File: src/rtl/lut_fgen_pkg.sv
// Shared types and helpers for the reconfigurable LUT function generator.
package lut_fgen_pkg;

  typedef enum logic {
    RUN  = 1'b0,
    LOAD = 1'b1
  } lut_state_e;

  function automatic int unsigned depth(input int unsigned sel_w);
    return 32'd1 << sel_w;
  endfunction

endpackage

File: src/rtl/lut_fgen_cfg.sv
// Serial table loader: RUN/LOAD FSM, minterm counter, shadow table and commit strobe.
module lut_fgen_cfg
  import lut_fgen_pkg::*;
#(
  parameter int unsigned SEL_W  = 3,
  parameter int unsigned NUM_FN = 1
) (
  input  logic                                   clk,
  input  logic                                   rst_n,
  input  logic                                   cfg_start,
  input  logic                                   cfg_valid,
  input  logic [NUM_FN-1:0]                      cfg_bit,
  output logic                                   cfg_ready,
  output logic                                   cfg_done,
  output logic [NUM_FN-1:0][depth(SEL_W)-1:0]    shadow
);

  localparam int unsigned DEPTH = depth(SEL_W);
  localparam int unsigned CNT_W = SEL_W + 1;
  localparam logic [CNT_W-1:0] LAST = CNT_W'(DEPTH - 1);

  lut_state_e                          state_q, state_d;
  logic [CNT_W-1:0]                    cnt_q, cnt_d;
  logic [NUM_FN-1:0][DEPTH-1:0]        shadow_q, shadow_d;
  logic                                ready_q, ready_d;
  logic                                done_q, done_d;

  // Next-state: restart wins over a coincident beat; the final beat schedules the commit pulse.
  always_comb begin
    state_d  = state_q;
    cnt_d    = cnt_q;
    shadow_d = shadow_q;
    done_d   = 1'b0;
    case (state_q)
      RUN: begin
        if (cfg_start) begin
          state_d = LOAD;
          cnt_d   = '0;
        end
      end
      LOAD: begin
        if (cfg_start) begin
          cnt_d = '0;
        end else if (cfg_valid) begin
          for (int unsigned f = 0; f < NUM_FN; f++) begin
            shadow_d[f][cnt_q[SEL_W-1:0]] = cfg_bit[f];
          end
          if (cnt_q == LAST) begin
            state_d = RUN;
            cnt_d   = '0;
            done_d  = 1'b1;
          end else begin
            cnt_d = cnt_q + CNT_W'(1);
          end
        end
      end
    endcase
    ready_d = (state_d == LOAD);
  end

  always_ff @(posedge clk or negedge rst_n) begin
    if (!rst_n) begin
      state_q  <= RUN;
      cnt_q    <= '0;
      shadow_q <= '0;
      ready_q  <= 1'b0;
      done_q   <= 1'b0;
    end else begin
      state_q  <= state_d;
      cnt_q    <= cnt_d;
      shadow_q <= shadow_d;
      ready_q  <= ready_d;
      done_q   <= done_d;
    end
  end

  assign cfg_ready = ready_q;
  assign cfg_done  = done_q;
  assign shadow    = shadow_q;

endmodule

File: src/rtl/lut_mux_fgen.sv
// Reconfigurable Boolean function generator: active minterm tables feeding a registered mux per output.
module lut_mux_fgen
  import lut_fgen_pkg::*;
#(
  parameter int unsigned               SEL_W      = 3,
  parameter int unsigned               NUM_FN     = 1,
  parameter logic [depth(SEL_W)-1:0]   RESET_MASK = 'h96
) (
  input  logic                clk,
  input  logic                rst_n,
  input  logic                en,
  input  logic [SEL_W-1:0]    sel,
  input  logic                cfg_start,
  input  logic                cfg_valid,
  input  logic [NUM_FN-1:0]   cfg_bit,
  output logic                cfg_ready,
  output logic                cfg_done,
  output logic [NUM_FN-1:0]   fn_out
);

  localparam int unsigned DEPTH = depth(SEL_W);

  logic [NUM_FN-1:0][DEPTH-1:0] shadow;
  logic [NUM_FN-1:0][DEPTH-1:0] active_q, active_d;
  logic [NUM_FN-1:0]            fn_out_q, fn_out_d;

  lut_fgen_cfg #(
    .SEL_W  (SEL_W),
    .NUM_FN (NUM_FN)
  ) u_cfg (
    .clk       (clk),
    .rst_n     (rst_n),
    .cfg_start (cfg_start),
    .cfg_valid (cfg_valid),
    .cfg_bit   (cfg_bit),
    .cfg_ready (cfg_ready),
    .cfg_done  (cfg_done),
    .shadow    (shadow)
  );

  // The mux reads the pre-commit table, so the commit edge still outputs old values.
  always_comb begin
    active_d = active_q;
    if (cfg_done) begin
      active_d = shadow;
    end
    for (int unsigned f = 0; f < NUM_FN; f++) begin
      fn_out_d[f] = en ? active_q[f][sel] : 1'b0;
    end
  end

  always_ff @(posedge clk or negedge rst_n) begin
    if (!rst_n) begin
      active_q <= {NUM_FN{RESET_MASK}};
      fn_out_q <= '0;
    end else begin
      active_q <= active_d;
      fn_out_q <= fn_out_d;
    end
  end

  assign fn_out = fn_out_q;

endmodule

File: config.mk
export PLATFORM = sky130hd
export DESIGN_NAME = lut_mux_fgen
export DESIGN_NICKNAME = d
export VERILOG_FILES = /design/src/rtl/lut_fgen_pkg.sv /design/src/rtl/lut_fgen_cfg.sv /design/src/rtl/lut_mux_fgen.sv
export SDC_FILE = /design/constraint.sdc
export NUM_CORES = 1
export LEC_CHECK = 0
export ABC_AREA = 1
export BUFFER_PORTS_ARGS = -buffer_cell sky130_fd_sc_hd__buf_4
export CAP_MARGIN = 20
export CORE_ASPECT_RATIO = 0.8
export CORE_MARGIN = 3
export CORE_UTILIZATION = 60
export CTS_CLUSTER_SIZE = 28
export DETAILED_ROUTE_END_ITERATION = 10
export PLACE_DENSITY = 0.81
export SYNTH_ARGS = -nofsm -noshare
export SYNTH_HDL_FRONTEND = slang
export SYNTH_HIERARCHICAL = 1
export SYNTH_SLANG_ARGS = --single-unit
File: constraint.sdc
create_clock -name clk -period 2.35 [get_ports clk]
set_input_delay 0.3525 -clock clk [delete_from_list [all_inputs] [get_ports clk]]
set_output_delay 0.3525 -clock clk [all_outputs]
set_load 0.05 [all_outputs]
==> reports/qor.yml, run 1 <==
floorplanning:
  num_rows: 13
  fp.dieW_um: 53.8
  die_height_um: 44.3
  design.portCount: 12
  die_area_mm2: 0.00238
  starting_utilization_of_the_core_area_pct: 65.6
  core_area_mm2: 0.00168
yosys:
  yosys.cell_types.count: 16
  synth_top_cells_by_count: "nand2_1, nand3_1, dfrtp_1"
  syn_avg_cell_area_um2: 7.90
  postSynthCellCount: 139
  synth.cell_area_mm2: 0.00110
  yosys.cell_count.top_type: "nand2_1"
  yosysSeqAreaShare_pct: 52.8
  synth-edff-count: 0
  synth-seq-cells: 23
  synthDominantCellAreaShare_pct: 43.3
  mappedNetlistNets: 149
  synth-async-reset-ratio_pct: 100
  synth.yosys.warnings: 6
  yosysTopAreaCell: "dfrtp_1"
  top_flip_flop_cell_by_instance_count_after_synthesis: "dfrtp_1"
  ys_top_cells_by_area: "dfrtp_1, nand2_1, dfstp_2"
global_routing:
  gr-usage-all-layers_pct: 23.7
  grtUsageMet3_pct: 7.07
  grt_antenna_before_repair: 0
  grt.busiest_layer: "met2"
  grt_max_degree: 24
  first_global_vias: 865
  globalRouteMet1Util_pct: 28.7
  grt_pass1_wl_mm: 3.86
  grt-ovfl-total: 0
  met2_usage_pct: 38.6
place:
  setup_ws_pre_cts_ns: 1.11
  dp_cells: 170
  post_placement_cell_area_mm2: 0.00120
  port-buffer-count: 11
  dpl.hpwl_mm: 1.71
  gp_routability_congestion: 0.871
cells_and_area:
  final_cells: 175
  insertedDiodeCount: 0
  drive_gt1_share_pct: 17.0
  layout.cell_area.non_filler_mm2: 0.00124
  final_net_count: 164
  flow.area_growth_from_synthesis_pct: 12.6
  fin_util_pct: 73.9
worst_setup_path:
  worst-endpoint-arrival_ns: 1.22
  slowest_delay_ns: 0.63
  critPathTopFamily: "flip-flops"
  startpoint_type: "register"
  cp_cell_sequence: "buf_4"
  rr_startpoint: "u_cfg/cnt_q[0]"
  regToRegEndpoint: "u_cfg/cnt_q[3]"
  crit_slowest_cell: "dfrtp_1"
  worstPathBufferInverterCount: 1
  worst-path-max-fanout: 17
  worstPathRequired_ns: 2.00
  worst-r2r-setup-slack_ns: 1.07
  critPathKind: "reg2out"
  crit_path_end_kind: "output pin"
  r2r_cells: 6
hold_path:
  hold-path-endpoint: "fn_out"
  timing.hold.worst.class: "in2reg"
  hold_path_depth: 3
  hold_path.startpoint: "en"
route:
  drt-wirelength-per-cell_um: 12.7
  postRouteAntennaNets: 0
  drc: 0
  detailedRoute.firstIterationViolations: 29
  vias: 932
  via_per_inst: 5.33
  wirelength_mm: 2.23
  drtPass1Iterations: 4
power_and_ir_drop:
  cellPowerDensity_mw_per_mm2: 591
  vdd.ir_drop.worst_mv: 0.375
  static-leakage-power_nw: 0.637
  power.total_uw: 731
clocking:
  clockRootBuffer: "clkbuf_4"
  cts_max_level: 1
  tritoncts: "built"
  worstSkewPairLatency_ns: 0.32
  clock_sink_count: 23
  cts.path.max_buffers: 2
  cts.reportedPaths.clkPinSlew_ns: 0.11
  cts_inserted_buffers: 3
timing:
  final.setup_skew_ns: 0.0104
  timing_max_transition_violations_final: 0
  max_slew_margin_pct: 70.6
  timing.final.crit_share_pct: 67.1
  fin_tns_setup_ns: 0
  fin_worst_hold_slack_ns: 0.271
  finalWorstPathRequiredPeriod_ns: 1.58
  finalSetupViolCount: 0
  fmax_mhz: 634
  final.setup.worst_slack_ns: 0.773
  tightestPinTransition_ns: 0.440
  grt_setup_unrepaired: "false"
  final_hold_viol_count: 0
job:
  max_cap_viol_count: 0
status:
  status: "finished, final reports clean"
[registers in the layout, summed over array words and instances, names as in the netlist]
name / count
active_q: 8
fn_out: 1
u_cfg/cfg_done: 1
u_cfg/cfg_ready: 1
u_cfg/cnt_q: 4
u_cfg/shadow: 8
[per-layer routing]
metal / up-vias / wire length (um)
met4: 0 / 42
met5: - / 0
li1: 468 / -
met2: 23 / 1100
met1: 437 / 982
met3: 4 / 108
[report_power, final]
| group | switching (mW) | internal [mW] |
|---|---|---|
| Clock | 0.119 | 0.0638 |
| Sequential | 0.0247 | 0.427 |
| Combinational | 0.0600 | 0.0365 |
| Total | 0.203 | 0.527 |
[what timing repair did]
item                                   CTS  global route
resized for setup                        0             0
endpoints found under the hold margin   19             0
setup buffers                            0             0
hold buffers                             1             0
[layout by cell type (no fill, tap or decap), types with 4 or more instances in the layout]
cell	instances
nand2_1	47
nand3_1	21
dfrtp_1	19
inv_1	14
nor2_1	11
buf_4	11
o21ai_0	9
dfstp_2	4
o21ai_1	4
[layout make-up]
cell class	count	area, um^2
sequential	23	581
multi-input combinational	97	445
fill	129	438
timing repair buffer	12	92.6
inverter	17	63.8
tap	22	27.5
clock buffer	3	22.5
clock inverter	1	5.00
[logic make-up (layout without fill, tap and decap cells)]
group,Yosys count,after routing,share of synthesized area (%)
AOI/OAI and AO/OA,13,13,5.92
adders and majority gates,1,1,1.14
buffers and inverters,19,33,6.61
DFF,23,23,52.8
and+or+nand+nor,83,83,33.5
[worst max-delay path by stage]
stage / slack (ns) / cells past startpoint / to / startpoint
4_1_cts: 0.77 / 1 / cfg_done / u_cfg/cfg_done
5_1_grt: 0.67 / 1 / cfg_done / u_cfg/cfg_done
3_5_place_dp: 1.11 / 6 / u_cfg/cnt_q[3] / u_cfg/cnt_q[0]
6_report: 0.77 / 1 / cfg_done / u_cfg/cfg_done
3_3_place_gp: 1.17 / 1 / cfg_done / u_cfg/cfg_done
2_1_floorplan: 0.99 / 5 / u_cfg/shadow[3] / u_cfg/cfg_ready
Note: power is estimated with default switching activity, not from simulation.
==> run 2, diff against run 1 <==
--- a/config.mk
+++ b/config.mk
@@ -5,15 +5,15 @@
 export SDC_FILE = /design/constraint.sdc
 export NUM_CORES = 1
 export LEC_CHECK = 0
-export ABC_AREA = 1
+export ABC_AREA = 0
 export BUFFER_PORTS_ARGS = -buffer_cell sky130_fd_sc_hd__buf_4
 export CAP_MARGIN = 20
 export CORE_ASPECT_RATIO = 0.8
 export CORE_MARGIN = 3
-export CORE_UTILIZATION = 60
+export CORE_UTILIZATION = 55
 export CTS_CLUSTER_SIZE = 28
 export DETAILED_ROUTE_END_ITERATION = 10
-export PLACE_DENSITY = 0.81
+export PLACE_DENSITY = 0.76
 export SYNTH_ARGS = -nofsm -noshare
 export SYNTH_HDL_FRONTEND = slang
 export SYNTH_HIERARCHICAL = 1
==> constraint.sdc (replaced) <==
create_clock -name clk -period 1.5 [get_ports clk]
set_input_delay 0.225 -clock clk [delete_from_list [all_inputs] [get_ports clk]]
set_output_delay 0.225 -clock clk [all_outputs]
set_load 0.05 [all_outputs]
==> reports/qor.yml, run 2 <==
worst_setup_path:
  worst-endpoint-arrival_ns: 1.72
  worstPathRequired_ns: 1.75
  cp-endpoint: "u_cfg/cnt_q[0]"
  rr_startpoint: "u_cfg/cnt_q[0]"
  slowest_delay_ns: 0.46
  startpoint_type: "register"
  r2r_cells: 4
  worst-r2r-setup-slack_ns: 0.03
  critPathKind: "reg2reg"
  regToRegEndpoint: "u_cfg/cnt_q[0]"
  cp_cell_sequence: "ha_2, and3b_1, or3_2, a21oi_2"
  cp-startpoint: "u_cfg/cnt_q[0]"
  crit_path_end_kind: "register"
  worst-path-max-fanout: 3
  crit_slowest_cell: "or3_2"
route:
  postRouteAntennaNets: 0
  drt-wirelength-per-cell_um: 16.2
  wirelength_mm: 1.94
  drc: 0
  drtPass1Iterations: 4
  detailedRoute.firstIterationViolations: 23
  via_per_inst: 5.62
  vias: 674
yosys:
  synth-seq-cells: 23
  synth_adder_area_share_pct: 1.19
  top_flip_flop_cell_by_instance_count_after_synthesis: "dfrtp_1"
  synth-compound-area-share_pct: 4.16
  synth-edff-count: 0
  synth.cell_area_mm2: 0.00105
  synth_xor_xnor_area_share_pct: 0.832
  mappedNetlistNets: 90
  postSynthCellCount: 80
  synth-async-reset-ratio_pct: 100
  yosysSeqAreaShare_pct: 55.2
  synthDominantCellAreaShare_pct: 45.2
  ys_top_cells_by_area: "dfrtp_1, mux2_2, dfstp_2"
  yosys-mux-area-fraction_pct: 21.6
  yosys.cell_count.top_type: "dfrtp_1"
  syn_avg_cell_area_um2: 13.2
  yosysTopAreaCell: "dfrtp_1"
  yosys.cell_types.count: 27
  yosys.area_share.simple_pct: 14.0
  synth.yosys.warnings: 6
  synth_top_cells_by_count: "dfrtp_1, mux2_2, nand2_1"
  largest_family_of_logic_cells_by_synthesized_area: "multiplexers"
global_routing:
  gr-usage-all-layers_pct: 18.2
  grt_max_degree: 24
  grt_antenna_before_repair: 0
  first_global_vias: 673
  grt_pass1_wl_mm: 3.10
  grt-ovfl-total: 0
place:
  setup_ws_pre_cts_ns: 0.0134
  gp_routability_congestion: 0.765
  port-buffer-count: 11
  dpl.hpwl_mm: 1.41
power_and_ir_drop:
  cellPowerDensity_mw_per_mm2: 870
  static-leakage-power_nw: 0.565
  vdd.ir_drop.worst_mv: 0.678
  power.total_mw: 1.08
timing:
  timing_max_transition_violations_final: 0
  finalWorstPathRequiredPeriod_ns: 1.47
  grt_setup_unrepaired: "true"
  fmax_mhz: 681
  fin_worst_hold_slack_ns: 0.103
  finalSetupViolCount: 0
  timing.final.crit_share_pct: 97.9
  tightestPinTransition_ns: 0.382
  final_hold_viol_count: 0
  final.setup_skew_ns: 0.00637
  final.setup.worst_slack_ns: 0.0312
  max_slew_margin_pct: 74.5
  fin_tns_setup_ns: 0
clocking:
  worstSkewPairLatency_ns: 0.31
  tritoncts: "built"
  clockRootBuffer: "clkbuf_4"
  cts_max_level: 1
  clock_sink_count: 23
  cts.path.max_buffers: 2
  cts.reportedPaths.clkPinSlew_ns: 0.12
  cts_inserted_buffers: 3
floorplanning:
  num_rows: 13
  design.portCount: 12
  die_height_um: 45.1
  die_area_mm2: 0.00248
  fp.dieW_um: 54.9
  starting_utilization_of_the_core_area_pct: 61.6
  core_area_mm2: 0.00171
cells_and_area:
  final_net_count: 109
  fin_util_pct: 72.5
  flow.area_growth_from_synthesis_pct: 17.6
  insertedDiodeCount: 0
  layout.cells.most_common_list: "dfrtp_1, mux2_2, buf_4"
  drive_gt1_share_pct: 49.0
  final_common_cell: "dfrtp_1"
hold_path:
  timing.hold.worst.class: "in2reg"
status:
  status: "finished, final reports clean"
job:
  max_cap_viol_count: 0
## run 2: worst min-delay path by stage
stage	start	to	slack, ns	cells after the start
after CTS	cfg_start	u_cfg/cnt_q[0]	0.10	2
after floorplan	rst_n	active_q[0]	-0.07	0
final	cfg_start	u_cfg/cnt_q[0]	0.10	2
after detailed placement	rst_n	u_cfg/shadow[0]	0.13	1
after global placement	rst_n	u_cfg/cnt_q[2]	0.13	1
after global routing	cfg_start	u_cfg/cnt_q[0]	0.1	2
## run 2: repair_timing
action                                  in CTS  in global routing
pin swaps                                    0                  2
endpoints found under the setup margin       1                  4
hold endpoints to repair                    19                  0
gates resized for setup                      0                  7
hold buffers                                 1                  0
buffers inserted                             1                  1
## run 2: cell type report
type / instances / area (um^2)
Sequential cell: 23 / 582
Fill cell: 128 / 470
Multi-Input combinational cell: 53 / 464
Timing Repair Buffer: 17 / 134
Tap cell: 22 / 27.5
Clock buffer: 4 / 26.3
Inverter: 1 / 3.75
## run 2: critical path: cells and delay by family, from the launching register on
kind / cells / cell delay [ns]
DFF: 1 / 0.44
adders and majority gates: 1 / 0.21
AOI/OAI and AO/OA: 1 / 0.12
and+or+nand+nor: 2 / 0.64
## run 2: cells by family after synthesis
| kind of cell | Yosys count |
|---|---|
| muxes | 19 |
| DFF | 23 |
| AOI/OAI and AO/OA | 7 |
| buffers and inverters | 4 |
| xor gates and xnor gates | 1 |
| adders and majority gates | 1 |
| and+or+nand+nor | 25 |
## run 2: metal layers
| layer | GRT usage (%) | part of all wire, % |
|---|---|---|
| met1 | 25.4 | 46 |
| met2 | 25.9 | 48 |
| met3 | 5.28 | 4.3 |
| met4 | 8.74 | 1.3 |
| met5 | 0 | 0 |
## run 2: per-stage QoR
| stage | area [um^2] | instances |
|---|---|---|
| 2_1_floorplan | 1050 | 80 |
| 3_3_place_gp | 1160 | 113 |
| 3_5_place_dp | 1160 | 113 |
| 4_1_cts | 1200 | 119 |
| 5_1_grt | 1240 | 120 |
| 6_report | 1240 | 120 |
## run 2: power by group
part,total [mW],internal (mW),switching [mW]
clock,0.276,0.104,0.172
combinational,0.125,0.0654,0.0600
sequential,0.675,0.654,0.0209
total,1.08,0.824,0.253
==> run 3, diff against run 2 <==
--- a/config.mk
+++ b/config.mk
@@ -14,7 +14,7 @@
 export CTS_CLUSTER_SIZE = 28
 export DETAILED_ROUTE_END_ITERATION = 10
 export PLACE_DENSITY = 0.76
+export SKIP_LAST_GASP = 1
 export SYNTH_ARGS = -nofsm -noshare
 export SYNTH_HDL_FRONTEND = slang
-export SYNTH_HIERARCHICAL = 1
 export SYNTH_SLANG_ARGS = --single-unit
==> constraint.sdc (replaced) <==
create_clock -name clk -period 1.6 [get_ports clk]
set_input_delay 0.24 -clock clk [delete_from_list [all_inputs] [get_ports clk]]
set_output_delay 0.24 -clock clk [all_outputs]
set_load 0.05 [all_outputs]
==> reports/qor.yml, run 3 <==
worst_setup_path:
  slowest_delay_ns: 0.59
  crit_slowest_cell: "dfrtp_1"
  startpoint_type: "register"
  worst-endpoint-arrival_ns: 1.19
  worstPathBufferInverterCount: 1
  crit_path_end_kind: "output pin"
  rr_startpoint: "u_cfg.cnt_q[0]"
  worst-r2r-setup-slack_ns: 0.19
  cp_cell_sequence: "buf_4"
  worst-path-max-fanout: 9
  regToRegEndpoint: "u_cfg.cnt_q[0]"
  critPathTopFamily: "flip-flops"
  worstPathRequired_ns: 1.36
  critPathKind: "reg2out"
  r2r_cells: 4
power_and_ir_drop:
  static-leakage-power_nw: 0.536
  power.net_switching_uw: 242
  switch_share_pct: 24.1
  clock_power_share_pct: 27.1
  vdd.ir_drop.worst_mv: 0.557
  internal_power_uw: 761
  share_comb_of_total_power_pct: 10.0
  power.share.sequential_pct: 62.9
  cellPowerDensity_mw_per_mm2: 847
global_routing:
  grtUsageMet3_pct: 5.94
  grt.busiest_layer: "met2"
  grt_antenna_before_repair: 0
  grt-ovfl-total: 0
  globalRouteMet1Util_pct: 22.7
  grt_pass1_wl_mm: 2.84
  gr-usage-all-layers_pct: 16.9
  met2_usage_pct: 24.5
  first_global_vias: 632
  grt_max_degree: 24
cells_and_area:
  layout.cell_area.non_filler_mm2: 0.00118
  seq_area_um2: 582
  flow.area_growth_from_synthesis_pct: 13.0
  multi_input_area_um2: 440
  final_net_count: 105
  final_common_cell: "dfrtp_1"
  n_fill_cell: 119
  drive_gt1_share_pct: 42.6
  insertedDiodeCount: 0
  layout.cells.most_common_list: "dfrtp_1, mux2_2, buf_4"
timing:
  tightestPinTransition_ns: 0.377
  final_hold_viol_count: 0
  grt_setup_unrepaired: "false"
  timing.final.crit_share_pct: 89.5
  fmax_mhz: 699
  fin_tns_setup_ns: 0
  fin_worst_hold_slack_ns: 0.107
  timing_max_transition_violations_final: 0
  finalSetupViolCount: 0
  max_slew_margin_pct: 74.9
  finalWorstPathRequiredPeriod_ns: 1.43
  final.setup.worst_slack_ns: 0.169
  final.setup_skew_ns: 0.0177
floorplanning:
  die_area_mm2: 0.00247
  fp.dieW_um: 54.8
  core_area_mm2: 0.00171
  starting_utilization_of_the_core_area_pct: 61.3
  die_height_um: 45.0
  num_rows: 13
  design.portCount: 12
route:
  via_per_inst: 5.66
  detailedRoute.firstIterationViolations: 6
  drc: 0
  wirelength_mm: 1.60
  vias: 657
  drtPass1Iterations: 4
  drt-wirelength-per-cell_um: 13.8
  postRouteAntennaNets: 0
yosys:
  yosys.cell_types.count: 29
  yosysTopAreaCell: "dfrtp_1"
  yosysSeqAreaShare_pct: 55.4
  synth.cell_area_mm2: 0.00105
  synth-seq-cells: 23
  synth-edff-count: 0
  syn_avg_cell_area_um2: 13.1
  top_flip_flop_cell_by_instance_count_after_synthesis: "dfrtp_1"
  mappedNetlistNets: 90
  yosys.cell_count.top_type: "dfrtp_1"
  synth_top_cells_by_count: "dfrtp_1, mux2_2, nand2_1"
  ys_top_cells_by_area: "dfrtp_1, mux2_2, dfstp_2"
  synthDominantCellAreaShare_pct: 45.4
  synth-async-reset-ratio_pct: 100
  synth.yosys.warnings: 0
  postSynthCellCount: 80
place:
  port-buffer-count: 11
  post_placement_cell_area_mm2: 0.00114
  gp_routability_congestion: 0.756
  dpl.hpwl_mm: 1.21
  setup_ws_pre_cts_ns: 0.224
clocking:
  cts.reportedPaths.clkPinSlew_ns: 0.13
  ctsResizeCount: 0
  cts_inserted_buffers: 3
  clock_sink_count: 23
  tritoncts: "built"
  postCtsHoldBufs: 1
  cts_max_level: 1
  cts.path.max_buffers: 2
  clockRootBuffer: "clkbuf_4"
  cts.repair_timing.setup_buffer_count: 0
  worstSkewPairLatency_ns: 0.32
hold_path:
  hold_path_depth: 2
  hold_path.startpoint: "cfg_start"
  timing.hold.worst.class: "in2reg"
  hold-path-endpoint: "u_cfg.cnt_q[0]"
status:
  status: "finished, final reports clean"
job:
  max_cap_viol_count: 0
-- run 3: through the flow --
step | power, mW | instances | utilization (%)
6_report | 1.00 | 116 | 69.3
3_3_place_gp | 0.737 | 111 | 67.0
3_5_place_dp | 0.742 | 111 | 67.0
5_1_grt | 1.06 | 116 | 69.3
2_1_floorplan | 0.692 | 80 | -
4_1_cts | 1.01 | 116 | 69.3
-- run 3: worst max-delay path by stage --
stage,start,endpoint,slack (ns),cells past startpoint
after floorplan,u_cfg.state_q,u_cfg.shadow[5],0.17,3
after global placement,u_cfg.cnt_q[0],u_cfg.cnt_q[0],0.24,4
after detailed placement,u_cfg.cnt_q[0],u_cfg.cnt_q[0],0.22,4
after CTS,u_cfg.cfg_done,cfg_done,0.15,1
after global routing,u_cfg.cfg_done,cfg_done,0.09,1
final,u_cfg.cfg_done,cfg_done,0.17,1
-- run 3: cell families (layout without fill, tap and decap cells) --
kind of cell / Yosys count / count (layout) / share of synthesized area, %
fa+ha+maj: 1 / 1 / 1.19
simple gates: 25 / 25 / 14.2
buf+inv: 4 / 18 / 2.51
compound gates: 7 / 7 / 4.42
mux: 19 / 19 / 21.4
flops: 23 / 23 / 55.4
xor+xnor: 1 / 1 / 0.836
-- run 3: area by class of cell --
class	count	share of cell area [%]
Clock buffer	3	1.90
Clock inverter	1	0.634
Inverter	1	0.317
Multi-Input combinational cell	53	37.2
Sequential cell	23	49.2
Tap cell	22	2.33
Timing Repair Buffer	13	8.46
-- run 3: worst reg2reg max path: stages, from the launching register on --
cell and delay [ns]:
dfrtp_1 0.46, ha_1 0.24, and3b_4 0.19, or3_1 0.34, a21oi_1 0.12
-- run 3: layer usage --
| layer | vias up | routed length, um |
|---|---|---|
| met5 | - | 0 |
| met4 | 0 | 29 |
| met3 | 4 | 72 |
| met2 | 11 | 713 |
| met1 | 321 | 780 |
| li1 | 321 | - |
-- run 3: power by group through the flow --
stage	combinational (mW)	clock [mW]	sequential [mW]
5_1_grt	0.113	0.307	0.635
3_3_place_gp	0.0959	0	0.641
3_5_place_dp	0.0996	0	0.643
6_report	0.100	0.272	0.631
2_1_floorplan	0.0523	0	0.640
4_1_cts	0.102	0.281	0.632
